===== config.mk =====
export PLATFORM = sky130hd
export DESIGN_NAME = tenkey_debounce
export DESIGN_NICKNAME = d
export VERILOG_FILES = /design/src/rtl/tenkey_pkg.sv /design/src/rtl/tenkey_sync2.sv /design/src/rtl/tenkey_debounce.sv
export SDC_FILE = /design/constraint.sdc
export NUM_CORES = 1
export LEC_CHECK = 0
export CORE_ASPECT_RATIO = 0.6
export CORE_MARGIN = 8
export CORE_UTILIZATION = 50
export DETAILED_ROUTE_END_ITERATION = 8
export PLACE_DENSITY = 0.79
export SLEW_MARGIN = 25
export SYNTH_ARGS = -nofsm -noshare
export SYNTH_HDL_FRONTEND = slang
export SYNTH_SLANG_ARGS = --single-unit

===== constraint.sdc =====
create_clock -name clk -period 2.5 [get_ports clk]
set_clock_uncertainty 0.2 [all_clocks]
set_input_delay 0.625 -clock clk [delete_from_list [all_inputs] [get_ports clk]]
set_output_delay 0.625 -clock clk [all_outputs]
set_load 0.01 [all_outputs]

===== src/rtl/tenkey_pkg.sv =====
// rtl/tenkey_pkg.sv - shared types and key encoding helpers for the tenkey front end
package tenkey_pkg;

  typedef enum logic [1:0] {
    IDLE,
    DEBOUNCE,
    PRESSED,
    RELEASE
  } state_e;

  // Also used by the lock controller to mean "no key accepted yet"
  localparam logic [3:0] KEY_NONE = 4'hF;

  function automatic logic is_onehot(input logic [9:0] v);
    return (v != 10'd0) && ((v & (v - 10'd1)) == 10'd0);
  endfunction

  function automatic logic [3:0] keyenc(input logic [9:0] v);
    logic [3:0] r;
    r = KEY_NONE;
    if (is_onehot(v)) begin
      for (int i = 0; i < 10; i++) begin
        if (v[i]) r = 4'(i);
      end
    end
    return r;
  endfunction

endpackage


===== src/rtl/tenkey_sync2.sv =====
// rtl/tenkey_sync2.sv - two-flop synchroniser for an asynchronous bus
module tenkey_sync2 #(
  parameter int W = 10
) (
  input  logic         clk,
  input  logic         rst_n,
  input  logic [W-1:0] d_i,
  output logic [W-1:0] q_o
);

  logic [W-1:0] meta_q;
  logic [W-1:0] sync_q;

  // Each bit is synchronised independently; the FSM tolerates skew between bits
  always_ff @(posedge clk or negedge rst_n) begin
    if (!rst_n) begin
      meta_q <= '0;
      sync_q <= '0;
    end else begin
      meta_q <= d_i;
      sync_q <= meta_q;
    end
  end

  assign q_o = sync_q;

endmodule


===== src/rtl/tenkey_debounce.sv =====
// rtl/tenkey_debounce.sv - synchronise, debounce and validate the tenkey bus
module tenkey_debounce
  import tenkey_pkg::*;
#(
  parameter int DEBOUNCE_CYCLES = 16
) (
  input  logic       clk,
  input  logic       rst_n,
  input  logic [9:0] tenkey_raw,
  output logic       key_valid,
  output logic [3:0] key_code,
  output logic       key_err,
  output logic       key_held
);

  localparam int CNT_W = $clog2(DEBOUNCE_CYCLES) + 1;
  localparam logic [CNT_W-1:0] CNT_LAST = CNT_W'(DEBOUNCE_CYCLES - 1);
  localparam logic [CNT_W-1:0] CNT_ONE  = CNT_W'(1);

  logic [9:0]       sync;
  state_e           state_q;
  logic [9:0]       cap_q;
  logic [CNT_W-1:0] cnt_q;
  logic             key_valid_q;
  logic             key_err_q;
  logic             key_held_q;
  logic [3:0]       key_code_q;

  tenkey_sync2 #(.W(10)) u_sync (
    .clk   (clk),
    .rst_n (rst_n),
    .d_i   (tenkey_raw),
    .q_o   (sync)
  );

  // Press/release debounce FSM; event pulses default low so they last one cycle
  always_ff @(posedge clk or negedge rst_n) begin
    if (!rst_n) begin
      state_q     <= IDLE;
      cap_q       <= '0;
      cnt_q       <= '0;
      key_valid_q <= 1'b0;
      key_err_q   <= 1'b0;
      key_held_q  <= 1'b0;
      key_code_q  <= KEY_NONE;
    end else begin
      key_valid_q <= 1'b0;
      key_err_q   <= 1'b0;
      case (state_q)
        IDLE: begin
          if (sync != 10'd0) begin
            cap_q   <= sync;
            cnt_q   <= CNT_ONE;
            state_q <= DEBOUNCE;
          end
        end
        DEBOUNCE: begin
          if (sync == 10'd0) begin
            state_q <= IDLE;
          end else if (sync != cap_q) begin
            // Pattern changed while settling: restart the hold count on the new pattern
            cap_q <= sync;
            cnt_q <= CNT_ONE;
          end else if (cnt_q < CNT_LAST) begin
            cnt_q <= cnt_q + CNT_ONE;
          end else begin
            state_q    <= PRESSED;
            key_held_q <= 1'b1;
            if (is_onehot(cap_q)) begin
              key_valid_q <= 1'b1;
              key_code_q  <= keyenc(cap_q);
            end else begin
              key_err_q <= 1'b1;
            end
          end
        end
        PRESSED: begin
          // Extra or changed keys during a hold are ignored until all keys lift
          if (sync == 10'd0) begin
            cnt_q   <= CNT_ONE;
            state_q <= RELEASE;
          end
        end
        RELEASE: begin
          if (sync != 10'd0) begin
            state_q <= PRESSED;
          end else if (cnt_q < CNT_LAST) begin
            cnt_q <= cnt_q + CNT_ONE;
          end else begin
            state_q    <= IDLE;
            key_held_q <= 1'b0;
          end
        end
        default: state_q <= IDLE;
      endcase
    end
  end

  assign key_valid = key_valid_q;
  assign key_err   = key_err_q;
  assign key_held  = key_held_q;
  assign key_code  = key_code_q;

endmodule

Word-level counts from Yosys, hierarchy flattened --
Cells that the tools add are included.
Cells by class: $add $sub $neg 2, multiply operators 0, divide/modulo/power cells 0, order comparisons 1, equality and inequality tests 15, shifts and indexed selects 0, mux-type cells 45, bitwise operators 4, reduce and logical (&&, ||, !) cells 13
Operators by type and width (count):
- $mux W4 | 10
- $mux W10 | 3
- $mux W5 | 6
- $logic_not A10 Y1 | 2
- $pmux W10 S2 | 1
- $pmux W5 S4 | 1
- $reduce_bool A10 Y1 | 2
- $ne A2 B2 Y1 const B | 8
- $mux W1 | 15
- $mux W2 | 7
- $and A10 B10 Y10 | 1
- $ne A10 B10 Y1 | 1
- $reduce_and A5 Y1 | 2
- $sub A10 B1 Y10 const B | 1
- $ne A3 B3 Y1 const B | 3
- $pmux W2 S4 | 1
- $reduce_and A4 Y1 | 2
- $reduce_and A6 Y1 | 1
- $add A5 B1 Y5 const B | 1
- $lt A5 B4 Y1 const B | 1
- $eq A2 B2 Y1 const B | 2
- $reduce_bool A2 Y1 | 2
- $not A1 Y1 | 3
- $eq A2 B1 Y1 const B | 1
- other kinds (3) | 3
Word-level totals: register bits 44, bits in latches 0, memory bits (writable) 0, memory bits (read-only) 0, input bits 12, output and inout port bits 7, logic and storage cells 89, memories 0

Depth between registers and ports, before layout --
word-level depth 10, gate-level depth with buffers 7, mapped depth without buffers 5

Hierarchy --
From an unflattened synthesis, not the netlist that was laid out.
Second synthesis, totals: cell total of the unflattened synthesis 156, area total of the unflattened synthesis 2005.7 sq um
By module, submodules not included:
- tenkey_debounce | instances 1, cells an instance 136, area each 1505.2 sq um, sequential area each 605.6 sq um
- tenkey_sync2 | instances 1, cells an instance 20, area each 500.5 sq um, sequential area each 500.5 sq um

Worst setup path after synthesis --
No wires, ideal clock.
path type register to register, from reg cap_q[1], to reg key_code_q[2] (netlist: key_code[2]), setup time 85 ps, arrival 2223 ps, required time 2215 ps, path slack -8 ps, cell stages (with the launch flop) 7, path buffers 1, period minus slack after synthesis 2508 ps, path through dfrtp_1 -> buf_6 -> or4_4 -> a2111oi_4 -> nor3_2 -> nor4_4 -> mux2_1
Between the ends: word-level cells in the longest chain between the ends 9, elaborated cells on any way between the ends 17, those cells by class add/sub (1); eq/ne (1); mux (9); bitwise (2); reduce/logical (4)
Ends and longest elaborated chain:
- from (decl) | line tenkey_debounce.sv:22 | logic [9:0] cap_q;
- from (signal assigned) | line tenkey_debounce.sv:52 | cap_q <= sync;
- from (signal assigned) | line tenkey_debounce.sv:62 | cap_q <= sync;
- parallel branches: the longest is 9 deep, another holds $sub A10 B1 Y10
- to (signal assigned) | line tenkey_debounce.sv:71 | key_code_q <= keyenc(cap_q);
- to (decl) | line tenkey_debounce.sv:27 | logic [3:0] key_code_q;
Parallel ways; which one is timed is not known. A chain may end at the register's enable or synchronous reset.

Final worst setup path --
from reg cap_q[4], to reg key_code_q[1] (netlist: key_code[1])
Between the ends: word-level cells in the longest chain between the ends 6, elaborated cells on any way between the ends 14, those cells by class add/sub (1); eq/ne (1); mux (6); bitwise (2); reduce/logical (4)
Ends and longest elaborated chain:
- parallel branches: the longest is 6 deep, another holds $sub A10 B1 Y10
Parallel ways; which one is timed is not known.

==> flow_summary.json <==
{
  "outcome": "completed",
  "drt_drc_violations_left": 0,
  "syn_avg_cell_area_um2": 11.9,
  "final_cells": 241,
  "die-area_um2": 6240,
  "swShare_pct": 23.9,
  "cp_slowest_cell": "dfrtp_1",
  "floorplan.initialDensity_pct": 52.6,
  "reg2reg_to": "key_code[1]",
  "placedCellCount": 233,
  "worstPathCellList": "nor4_1 -> buf_4 -> a211oi_1 -> nor3_2 -> nor4_4 -> mux2_1",
  "max_freq_mhz": 414,
  "via_per_inst": 5.78,
  "grt_pass1_wl_mm": 6.69,
  "io_buffers": 18,
  "finalCritPeriodShare_pct": 96.7,
  "worst_slack_ps": 82.3,
  "rrSetupSlack_ps": 80,
  "finalCoreUtilization_pct": 62.8,
  "grt_max_degree": 45,
  "antenna_cells": 0,
  "grt_usage_pct": 13.0,
  "drv_slew": 0,
  "critPathCapture": "key_code[1]",
  "synth_flop_cell": "dfrtp_1",
  "layout_common_cells": "dfrtp_1, clkdlybuf4s50_1, nor2_1",
  "clock_sinks": 44,
  "wire_per_inst_um": 16.3,
  "hold_violations": 0,
  "start_kind": "flip-flop",
  "crit_buf_inv": 1,
  "yosysUniqueCellTypes": 42,
  "power_switching_uw": 307,
  "cts_made_buffers": 5,
  "crit_family": "simple AND/OR/NAND/NOR gates",
  "synth_edf_count": 0,
  "finalWeightedCongestion": 0.854,
  "fin_crit_ps": 2420,
  "root_buffer": "clkbuf_8",
  "worst_path_largest_cell_delay_ps": 550,
  "crit_required_ps": 2510,
  "n_fill_cell": 274,
  "fin_hold_ws_ps": 150,
  "grt_pass1_vias": 1400,
  "hold_path_class": "reg2reg",
  "final_common_cell": "dfrtp_1",
  "chipHeight_um": 64.5,
  "synth-seq-cells": 44,
  "cp_data_arrival_time_ps": 2430,
  "path_class": "reg2reg",
  "cts_tree": "yes",
  "vias": 1394,
  "cp-end-kind": "flip-flop",
  "power-per-cell-area_nw_per_um2": 549,
  "power.share.clock_pct": 32.2,
  "synth_fp_nets": 178,
  "p_leak_uw": 0.000973,
  "worstReg2RegStart": "cap_q[4]",
  "layout-drive-gt1-share_pct": 21.6,
  "crit_fanout": 7,
  "htree_levels": 2,
  "cts_buffer_depth": 2,
  "maxCapViolCount": 0,
  "cp.depth": 6,
  "drt_iter0_drc": 120,
  "drt_wl_total_mm": 3.92,
  "relSlewSlack_pct": 64.3,
  "power_frac_comb_pct": 8.5,
  "core_area_um2": 3720,
  "synth_sequential_area_ratio_pct": 56.4,
  "synthArstFlopShare_pct": 100,
  "reg2reg_depth": 6,
  "clk_pin_slew_ps": 80,
  "setup_viol": 0,
  "num_rows": 17,
  "synthCells": 165,
  "synth_area_um2": 1960,
  "power_frac_seq_pct": 59.3,
  "yosysWarnings": 0,
  "die_w_um": 96.8,
  "worst_pin_slew_ps": 535,
  "critical_path.startpoint": "cap_q[4]",
  "register_area_um2": 1110,
  "clk_latency_ps": 290,
  "p_int_uw": 977,
  "pin_count": 19,
  "antenna_found_initial": 0,
  "ir_worst_vdd_mv": 0.477,
  "hpwlAfterDp_mm": 2.95,
  "p_total_uw": 1280,
  "dp_slack_ps": 62.8,
  "postRouteAntennaNets": 0,
  "fin_nets": 207,
  "overflow": 0,
  "dr.pass1.iters": 4,
  "syn_to_final_growth_pct": 19.3,
  "multi_input_area_um2": 798
}
## worst min path at each step
stage,start,to,slack [ps],cells past startpoint
floorplan,rst_n,async pin,130,0
global placement,u_sync.meta_q[0],u_sync.q_o[0],130,0
detailed placement,u_sync.meta_q[5],u_sync.q_o[5],130,0
CTS,u_sync.meta_q[5],u_sync.q_o[5],150,0
global route,u_sync.meta_q[2],u_sync.q_o[2],160,0
finish,u_sync.meta_q[3],u_sync.q_o[3],150,0
## layer usage
metal  track usage (%)  up-vias  wire length, um
met5                 0        -                0
met4              4.38        0               38
met2              18.2       53             1630
li1                  -      651                -
met3              3.81        6              254
met1              18.6      684             2010
## stage by stage
| step | TNS [ps] | area, um2 |
|---|---|---|
| 2_1_floorplan | 0 | 1960 |
| 3_3_place_gp | 0 | 2240 |
| 3_5_place_dp | 0 | 2240 |
| 4_1_cts | 0 | 2320 |
| 5_1_grt | -142 | 2340 |
| 6_report | 0 | 2340 |
## cell type report
type	count	area share, %
Tap cell	47	2.52
Clock buffer	5	2.94
Timing Repair Buffer	30	11.3
Sequential cell	44	47.4
Clock inverter	2	0.535
Multi-Input combinational cell	106	34.2
Inverter	7	1.12
## cells by family after synthesis
family | share of synthesized area [%]
AOI/OAI and AO/OA | 10.9
xor gates and xnor gates | 5.36
adders and majority gates | 1.15
buffers and inverters | 3.38
DFF | 56.4
muxes | 7.28
and+or+nand+nor | 15.5
## power by group through the flow
stage / Sequential, uW / Combinational, uW / Clock, uW
after floorplan: 764 / 60.9 / 0
after global placement: 772 / 106 / 0
after detailed placement: 775 / 108 / 0
after CTS: 761 / 109 / 426
after global routing: 765 / 122 / 458
final: 761 / 109 / 413
## synth_stat cells (2+ instances only)
cell / number / area [um2]
buf_2: 2 / 10.0
and3_1: 2 / 12.5
a21oi_1: 7 / 35.0
inv_1: 7 / 26.3
xor2_1: 11 / 96.3
dfrtp_1: 40 / 1000
nor3_1: 4 / 20.0
a211oi_1: 3 / 22.5
a41oi_1: 2 / 17.5
nand2b_1: 3 / 18.8
a31oi_1: 2 / 12.5
nand2_1: 2 / 7.51
dfstp_2: 4 / 105
nand3_1: 3 / 15.0
mux2_1: 2 / 22.5
nor4_1: 9 / 56.3
and2_1: 3 / 18.8
nand4_1: 4 / 25.0
mux2_2: 8 / 90.1
and4b_1: 2 / 20.0
mux2i_1: 3 / 30.0
clkbuf_1: 4 / 15.0
nor2_1: 14 / 52.6
o21ai_0: 6 / 30.0
## repair_timing
| action | 4_1_cts | 5_1_grt |
|---|---|---|
| setup buffers | 0 | 1 |
| hold buffers | 0 | 0 |
| setup endpoints to repair | 0 | 4 |
| resized for setup | 0 | 3 |
## state kept, by name, summed over array words and instances (netlist names), named ones only
signal	count
key_held	1
key_err	1
key_code	4
cap_q	10
state_q	1
key_valid	1
u_sync.q_o	10
cnt_q	5
u_sync.meta_q	10
Power figures use the tool's default switching activity.
